**src/rtl/com_sched_if.sv**
```systemverilog
// -----------------------------------------------------------------------------
// com_sched_if
//  Start/done handshake bundle between the frame scheduler and its two
//  downstream engines (the data filler and com's send path). The bundle also
//  carries the payload length and block type that com needs while sending.
//
//  Signals
//   fs_fill    scheduler -> filler   start request, held until fd_fill
//   fd_fill    filler -> scheduler   done
//   fs_send    scheduler -> com      start request, held until fd_send
//   fd_send    com -> scheduler      done
//   data_len   scheduler -> com      payload length latched for this frame
//   com_btype  scheduler -> com      block type, non-zero only while sending
//
//  Modports
//   master     the scheduler side
//   slave      the filler / com side
// -----------------------------------------------------------------------------
interface com_sched_if #(
   parameter int DLEN_W = 13
);
   logic              fs_fill;
   logic              fd_fill;
   logic              fs_send;
   logic              fd_send;
   logic [DLEN_W-1:0] data_len;
   logic [3:0]        com_btype;

   modport master (
      output fs_fill,
      output fs_send,
      output data_len,
      output com_btype,
      input  fd_fill,
      input  fd_send
   );

   modport slave (
      input  fs_fill,
      input  fs_send,
      input  data_len,
      input  com_btype,
      output fd_fill,
      output fd_send
   );
endinterface

```
**src/rtl/com_sched.sv**
```systemverilog
// -----------------------------------------------------------------------------
// com_sched
//  Periodic frame scheduler sitting in front of com. For every frame it first
//  starts the data filler (which writes the frame RAM), then starts com's send
//  path, each through an fs/fd handshake. Each of the two phases is guarded by
//  a timeout; a timed-out frame is abandoned and counted as an error. Between
//  frames the scheduler waits a programmable number of cycles.
//
//  Ports
//   clk        clock (clk_norm domain)
//   rst_n      asynchronous active-low reset
//   enable     level; 1 = keep scheduling frames
//   period     idle cycles from end of a frame to the next fill; 0 = back-to-back
//   dlen_in    payload length, captured when a frame starts filling
//   bus        handshake bundle to filler and com (master side)
//   busy       high while a frame is in progress (FILL, SEND, DONE)
//   frame_cnt  completed frames, wraps
//   err_cnt    timed-out frames, saturates at 8'hFF
// -----------------------------------------------------------------------------
module com_sched #(
   parameter int                  PERIOD_W = 32,
   parameter logic [PERIOD_W-1:0] TIMEOUT  = PERIOD_W'(75_000_000),
   parameter int                  DLEN_W   = 13,
   parameter logic [3:0]          BTYPE    = 4'h1
) (
   input  logic                clk,
   input  logic                rst_n,
   input  logic                enable,
   input  logic [PERIOD_W-1:0] period,
   input  logic [DLEN_W-1:0]   dlen_in,
   com_sched_if.master         bus,
   output logic                busy,
   output logic [15:0]         frame_cnt,
   output logic [7:0]          err_cnt
);

   typedef enum logic [5:0] {
      S_IDLE = 6'b000001,
      S_WAIT = 6'b000010,
      S_FILL = 6'b000100,
      S_SEND = 6'b001000,
      S_DONE = 6'b010000,
      S_FAIL = 6'b100000
   } state_t;

   localparam logic [PERIOD_W-1:0] TIMEOUT_LAST = TIMEOUT - PERIOD_W'(1);

   state_t              state_reg, state_next;
   logic [PERIOD_W-1:0] timer_reg, timer_next;
   logic [PERIOD_W-1:0] period_reg, period_next;
   logic [PERIOD_W-1:0] period_last;
   logic [DLEN_W-1:0]   data_len_reg, data_len_next;
   logic [15:0]         frame_cnt_reg, frame_cnt_next;
   logic [7:0]          err_cnt_reg, err_cnt_next;
   logic                state_change;

   // WAIT is only entered with a non-zero period, so this never underflows
   // while it is being used.
   assign period_last  = period_reg - PERIOD_W'(1);
   assign state_change = (state_next != state_reg);

   // ---------------------------------------------------------------------
   // State register and datapath registers
   // ---------------------------------------------------------------------
   always_ff @(posedge clk or negedge rst_n) begin
      if (!rst_n) begin
         state_reg     <= S_IDLE;
         timer_reg     <= '0;
         period_reg    <= '0;
         data_len_reg  <= '0;
         frame_cnt_reg <= '0;
         err_cnt_reg   <= '0;
      end else begin
         state_reg     <= state_next;
         timer_reg     <= timer_next;
         period_reg    <= period_next;
         data_len_reg  <= data_len_next;
         frame_cnt_reg <= frame_cnt_next;
         err_cnt_reg   <= err_cnt_next;
      end
   end

   // ---------------------------------------------------------------------
   // Next-state logic
   // ---------------------------------------------------------------------
   always_comb begin
      state_next = state_reg;
      unique case (state_reg)
         S_IDLE: begin
            // First frame after enable goes straight to FILL, no period delay.
            if (enable) state_next = S_FILL;
         end
         S_WAIT: begin
            if (timer_reg == period_last) state_next = enable ? S_FILL : S_IDLE;
         end
         S_FILL: begin
            // Done is checked before the timeout so a late done still succeeds.
            if (bus.fd_fill)                  state_next = S_SEND;
            else if (timer_reg == TIMEOUT_LAST) state_next = S_FAIL;
         end
         S_SEND: begin
            if (bus.fd_send)                  state_next = S_DONE;
            else if (timer_reg == TIMEOUT_LAST) state_next = S_FAIL;
         end
         S_DONE, S_FAIL: begin
            if (!enable)                   state_next = S_IDLE;
            else if (period != '0)         state_next = S_WAIT;
            else                           state_next = S_FILL;
         end
         default: state_next = S_IDLE;
      endcase
   end

   // ---------------------------------------------------------------------
   // Datapath next values
   // ---------------------------------------------------------------------
   always_comb begin
      // One shared timer, restarted on every state change.
      timer_next     = state_change ? '0 : timer_reg + PERIOD_W'(1);
      period_next    = period_reg;
      data_len_next  = data_len_reg;
      frame_cnt_next = frame_cnt_reg;
      err_cnt_next   = err_cnt_reg;

      // The wait length is frozen on WAIT entry so a reprogrammed period
      // only affects the next gap.
      if (state_change && state_next == S_WAIT) period_next = period;

      // Length is captured once per frame and held through DONE/FAIL.
      if (state_change && state_next == S_FILL) data_len_next = dlen_in;

      if (state_reg == S_DONE) frame_cnt_next = frame_cnt_reg + 16'd1;

      if (state_reg == S_FAIL && err_cnt_reg != 8'hFF) err_cnt_next = err_cnt_reg + 8'd1;
   end

   // ---------------------------------------------------------------------
   // Outputs: decoded straight from the one-hot state flops, so the starts
   // are glitch-free and high from the first cycle of their state.
   // ---------------------------------------------------------------------
   assign bus.fs_fill   = (state_reg == S_FILL);
   assign bus.fs_send   = (state_reg == S_SEND);
   assign bus.com_btype = (state_reg == S_SEND) ? BTYPE : 4'h0;
   assign bus.data_len  = data_len_reg;
   assign busy          = (state_reg == S_FILL) || (state_reg == S_SEND) || (state_reg == S_DONE);
   assign frame_cnt     = frame_cnt_reg;
   assign err_cnt       = err_cnt_reg;

endmodule

```
**src/flat_wrapper.sv**
```systemverilog
// flat-port wrapper written by rule: the top's interface ports become plain ports
module com_sched_flat 
#(
   parameter int                  PERIOD_W = 32,
   parameter logic [PERIOD_W-1:0] TIMEOUT  = PERIOD_W'(75_000_000),
   parameter int                  DLEN_W   = 13,
   parameter logic [3:0]          BTYPE    = 4'h1
)
  (clk, rst_n, enable, period, dlen_in, busy, frame_cnt, err_cnt, bus_fs_fill, bus_fs_send, bus_data_len, bus_com_btype, bus_fd_fill, bus_fd_send);
  com_sched_if #(.DLEN_W(DLEN_W)) bus_i ();
  input  logic clk;
  input  logic rst_n;
  input  logic enable;
  input  logic [PERIOD_W-1:0] period;
  input  logic [DLEN_W-1:0] dlen_in;
  output logic busy;
  output logic [15:0] frame_cnt;
  output logic [7:0] err_cnt;
  output wire logic [$bits(bus_i.fs_fill)-1:0] bus_fs_fill;
  output wire logic [$bits(bus_i.fs_send)-1:0] bus_fs_send;
  output wire logic [$bits(bus_i.data_len)-1:0] bus_data_len;
  output wire logic [$bits(bus_i.com_btype)-1:0] bus_com_btype;
  input wire logic [$bits(bus_i.fd_fill)-1:0] bus_fd_fill;
  input wire logic [$bits(bus_i.fd_send)-1:0] bus_fd_send;
  assign bus_fs_fill = bus_i.fs_fill;
  assign bus_fs_send = bus_i.fs_send;
  assign bus_data_len = bus_i.data_len;
  assign bus_com_btype = bus_i.com_btype;
  assign bus_i.fd_fill = bus_fd_fill;
  assign bus_i.fd_send = bus_fd_send;
  com_sched #(.PERIOD_W(PERIOD_W), .TIMEOUT(TIMEOUT), .DLEN_W(DLEN_W), .BTYPE(BTYPE)) u_core (.clk(clk), .rst_n(rst_n), .enable(enable), .period(period), .dlen_in(dlen_in), .bus(bus_i), .busy(busy), .frame_cnt(frame_cnt), .err_cnt(err_cnt));
endmodule
```
**config.mk**
```make
export PLATFORM = sky130hd
export DESIGN_NAME = com_sched_flat
export DESIGN_NICKNAME = d
export VERILOG_FILES = /design/src/rtl/com_sched_if.sv /design/src/rtl/com_sched.sv /design/src/flat_wrapper.sv
export SDC_FILE = /design/constraint.sdc
export NUM_CORES = 1
export LEC_CHECK = 0
export BUFFER_PORTS_ARGS = -buffer_cell sky130_fd_sc_hd__buf_2
export CAP_MARGIN = 25
export CELL_PAD_IN_SITES_DETAIL_PLACEMENT = 1
export CELL_PAD_IN_SITES_GLOBAL_PLACEMENT = 1
export CORE_ASPECT_RATIO = 0.75
export CORE_MARGIN = 1
export CORE_UTILIZATION = 35
export DETAILED_ROUTE_END_ITERATION = 8
export PLACE_DENSITY_LB_ADDON = 0.08
export SYNTH_ARGS = -nofsm -noshare
export SYNTH_HDL_FRONTEND = slang
export SYNTH_SLANG_ARGS = --single-unit
```
**constraint.sdc**
```tcl
create_clock -name clk -period 4.9 [get_ports clk]
set_clock_uncertainty 0.05 [all_clocks]
set_input_delay 1.225 -clock clk [delete_from_list [all_inputs] [get_ports clk]]
set_output_delay 1.225 -clock clk [all_outputs]
set_load 0.05 [all_outputs]
```
# Word level (Yosys, flattened, before mapping)
# Index checks and enable logic that the tools add are counted.
[word_totals]
mem_bits_ro = 0
latchBits = 0
memories = 0
output_inout_bits = 44
regBits = 107
mem_bits_rw = 0
[classes]
mul = 0
magnitude_cmp = 0
n_div = 0
shifts = 0
addsub = 4
reduce_logical = 7
n_mux = 11
eq_ne = 12
bitwise_logic = 0
[ops]
columns = ["op", "count"]
rows = [
  ["6-bit two-way mux", 6],
  ["32-bit by 1-bit adder with 32-bit output, second input constant", 1],
  ["32-bit by 27-bit == test with 1-bit output, second input constant", 1],
  ["32-bit == test", 1],
  ["32-bit two-way mux", 1],
  ["32-bit nonzero test", 1],
  ["32-bit by 1-bit subtractor with 32-bit output, second input constant", 1],
  ["6-bit one-hot mux with 5 select lines", 1],
  ["16-bit by 1-bit adder with 16-bit output, second input constant", 1],
  ["6-bit by 2-bit == test with 1-bit output, second input constant", 2],
  ["6-bit by 3-bit == test with 1-bit output, second input constant", 2],
  ["8-bit by 1-bit adder with 8-bit output, second input constant", 1],
  ["8-bit != test, second input constant", 1],
  ["6-bit by 1-bit == test with 1-bit output, second input constant", 1],
  ["6-bit by 4-bit == test with 1-bit output, second input constant", 1],
  ["6-bit by 5-bit == test with 1-bit output, second input constant", 1],
  ["6-bit == test, second input constant", 1],
  ["3-bit two-way mux", 2],
  ["6-bit != test", 1],
  ["1-bit logical AND", 3],
  ["1-bit logical OR", 2],
  ["2-bit OR reduction", 1],
  ["1-bit two-way mux", 1],
]

# Logic depth before layout (Yosys ltp)
[logic_depth]
word_depth = 6
ltp_mapped = 13
ltp_nobuf = 10

# Worst setup path before layout
# Ideal clock, no wire load.
[synth_path]
path_type = "register to output"
start = "register u_core.state_reg[1]"
end = "output port bus_fs_fill"
path_stages_with_launch = 3
arrival_time_ps = 2261
required_ps = 3625
n_path_buf = 0
setup_slack_ps = 1364
path_cell_list = "dfrtp_1 or4_1 nor3b_1"
[synth_via]
elab_chain_cells = 1
[synth_rtl]
columns = ["element", "line_no", "rtl"]
rows = [
  ["start: declaration", "com_sched.sv:48", "state_t state_reg, state_next;"],
  ["start signal: assignment", "com_sched.sv:74", "state_reg <= state_next;"],
  ["6-bit by 3-bit == test with 1-bit output", "com_sched.sv:141", "assign bus.fs_fill = (state_reg == S_FILL);"],
  ["end: declaration", "flat_wrapper.sv:19", "output wire logic [$bits(bus_i.fs_fill)-1:0] bus_fs_fill;"],
]
# No other way between the ends.

# Worst setup path after layout
[layout_path]
start = "register u_core.period_reg[0]"
end = "register u_core.timer_reg[2]"
[layout_via]
elab_chain_cells = 6
[layout_rtl]
columns = ["element", "line_no", "rtl"]
rows = [
  ["start: declaration", "com_sched.sv:50", "logic [PERIOD_W-1:0] period_reg, period_next;"],
  ["start signal: assignment", "com_sched.sv:76", "period_reg <= period_next;"],
  ["32-bit by 1-bit subtractor with 32-bit output", "com_sched.sv:59", "assign period_last = period_reg - PERIOD_W'(1);"],
  ["32-bit == test", "com_sched.sv:94", "if (timer_reg == period_last) state_next = enable ? S_FILL : S_IDLE;"],
  ["6-bit two-way mux", "com_sched.sv:94", ""],
  ["6-bit one-hot mux with 5 select lines", "com_sched.sv:88", "unique case (state_reg)"],
  ["6-bit != test", "com_sched.sv:60", "assign state_change = (state_next != state_reg);"],
  ["32-bit two-way mux", "com_sched.sv:119", "timer_next = state_change ? '0 : timer_reg + PERIOD_W'(1);"],
  ["net u_core.timer_next[2]", "com_sched.sv:49", "logic [PERIOD_W-1:0] timer_reg, timer_next;"],
  ["end signal: assignment", "com_sched.sv:75", "timer_reg <= timer_next;"],
  ["end: declaration", "com_sched.sv:49", ""],
]
# The timed path passes the listed nets, and every way through them passes these cells.
# A chain may end at the register's enable or synchronous reset.

==> results.yml <==
timing:
  timing.final.crit_share: 0.777
  rsz0062_at_grt: "false"
  timing.fmax_mhz: 263
  setup_viol: 0
  finalMaxSlewViolations: 0
  min_period_ns: 3.81
  worst_pin_slew_ns: 0.987
  slew_headroom: 0.337
  layout_setup_ws_ns: 1.09
  setup-tns-final_ns: 0
  hold_violations: 0
  holdWs_ns: 0.423
setup_path:
  path_class: "reg2reg"
  critical_path.slowest_cell: "nor2b_1"
  arrival_ns: 3.97
  cp_slowest_stage_delay_ns: 0.58
  endpoint_kind: "flip-flop"
  crit_buf_inv: 2
  cp.required_ns: 5.06
  reg2reg_slack_ns: 1.09
  start_kind: "flip-flop"
  crit_chain: "inv_1 -> ha_1 -> nor2b_1 -> a31oi_1 -> or4_1 -> nor4_1 -> nand4_1 -> nor2_1 -> and3_1 -> buf_4 -> nor3_1"
  critPathTopFamily: "simple AND/OR/NAND/NOR gates"
  worstPathMaxFanout: 32
floorplanning:
  row_count: 41
  die_h_um: 117
  initial_core_util: 0.361
  io_pins: 94
  dieArea_um2: 18100
  die_x_um: 155
  core_area_um2: 17000
final_layout:
  drive_gt1_frac: 0.253
  layout_commonest_cell: "dfrtp_1"
  area_growth_pct: 15.5
  fin_nets: 737
  antenna_cells: 0
  postLayoutCoreUtil: 0.417
  layout_common_cells: "dfrtp_1 (106), buf_2 (89), xnor2_1 (56)"
  final_cells: 924
  fin_area_um2: 7110
logic_synthesis:
  synth_edf_count: 0
  yosys.area.top_type: "dfrtp_1"
  ys_warn_count: 0
  synth_area_leaders: "dfrtp_1 (43%), xnor2_1 (8.0%), mux2_2 (7.1%), xor2_1 (4.7%), nor3_1 (3.9%)"
  synth_top_area_frac: 0.431
  yosysSeqAreaShare: 0.435
  syn_inst: 606
  synth.avg_cell_area_um2: 10.2
  yosysUniqueCellTypes: 58
  ys_seq_elements: 107
  synth-async-reset-ratio: 1.00
  synthFlopType: "dfrtp_1"
  netlist_area_um2: 6150
clock_network:
  hold_buffers: 0
  post-cts-setup-buffers: 0
  cts.clk_slew.worst_paths_ns: 0.07
  cts-root-buf: "clkbuf_16"
  ctsResizeCount: 0
  cts_made_buffers: 9
  cts_buffer_depth: 2
  cts_tree: "done"
  cts.htree.levels: 3
  clock_latency_ns: 0.36
  clock_sinks: 107
route:
  firstDrtPassIters: 4
  postRouteAntennaNets: 0
  drc: 0
  drt_iter0_drc: 326
  vias_per_cell: 5.31
  detail_route.wl_per_cell_um: 18.7
  vias: 4905
  drt-total-wl_um: 17300
placed_design:
  globalplace.congestion: 0.819
  placed_area_um2: 6800
  place_inst: 908
  post-place-ws_ns: 1.14
  post-dp-hpwl_um: 13000
  portBuffers: 90
power_and_ir_drop:
  powerDensity_nw_per_um2: 450
  peakVddDrop_mv: 0.307
  p_total_mw: 3.20
  p_leak_nw: 3.26
grt:
  grt_pass1_vias: 4991
  grtUsageTotal: 0.201
  grt_pass1_wl_um: 27800
  grt_max_degree: 45
  grt_overflow: 0
  antenna_found_initial: 0
job:
  cap_violations: 0
worst_hold_path:
  hp-class: "reg2reg"
outcome:
  outcome: "completed"
-- cell usage after synthesis, types with 3 or more instances --
cell type and n:
buf_4 7, and2_1 4, a22oi_1 3, or3_1 6
clkbuf_1 21, nor4_2 3, a21oi_1 4, xnor2_1 56
and4_1 3, o31ai_1 3, o21ai_0 10, or4_1 5
nor3b_1 6, a21o_1 4, and3_1 9, nor2_1 36
inv_1 10, xor2_1 33, mux2_4 9, a31oi_1 8
mux2_2 39, nand3_1 32, nor4b_1 5, nor4_1 20
ha_1 4, o211ai_1 3, mux2i_1 6, nand4_1 19
nand2_1 37, dfrtp_1 106, nand2b_1 7, nor3_1 48
nand3b_1 5, nor2b_1 3
-- layer usage --
metal  vias up  global-route usage  wire length, µm
met4         0              0.0469              177
met5         -                   0                0
li1       2340                   -                -
met3        13              0.0394              971
met2       110               0.287             7060
met1      2442               0.308             9070
-- logic make-up after synthesis --
family                     count (synthesis)  synth area share
xor gates and xnor gates                  89             0.127
DFF                                      107             0.435
buffers and inverters                     42            0.0327
and+or+nand+nor                          260             0.238
other                                      1          0.000609
adders and majority gates                  4           0.00813
muxes                                     54             0.103
AOI/OAI and AO/OA                         49            0.0557
-- worst paths after layout --
kind	start	to	cells after the start
worst max-delay path	u_core.period_reg[0]$_DFFE_PN0P_	u_core.timer_reg[2]$_DFF_PN0_	11
worst min-delay path	u_core.frame_cnt[15]$_DFFE_PN0P_	u_core.frame_cnt[15]$_DFFE_PN0P_	1
worst max register to register	u_core.period_reg[0]$_DFFE_PN0P_	u_core.timer_reg[2]$_DFF_PN0_	11
worst min register to register	u_core.frame_cnt[15]$_DFFE_PN0P_	u_core.frame_cnt[15]$_DFFE_PN0P_	1
max in group asynchronous	rst_n	u_core.period_reg[16]$_DFFE_PN0P_	2
min in group asynchronous	rst_n	u_core.period_reg[7]$_DFFE_PN0P_	1
-- final cells by class --
cell class	instances	area [µm²]
multi-input combinational	459	3280
clock buffer	10	239
clock inverter	6	70.1
timing repair buffer	96	505
inverter	10	37.5
fill	1949	9920
sequential	107	2680
tap	236	295
-- power by group --
part | internal (mW) | total (mW) | switching (mW)
logic | 0.519 | 1.33 | 0.812
registers | 0.984 | 1.10 | 0.119
clock network | 0.416 | 0.761 | 0.345
total | 1.92 | 3.20 | 1.28
Power figures use the tool's default switching activity.
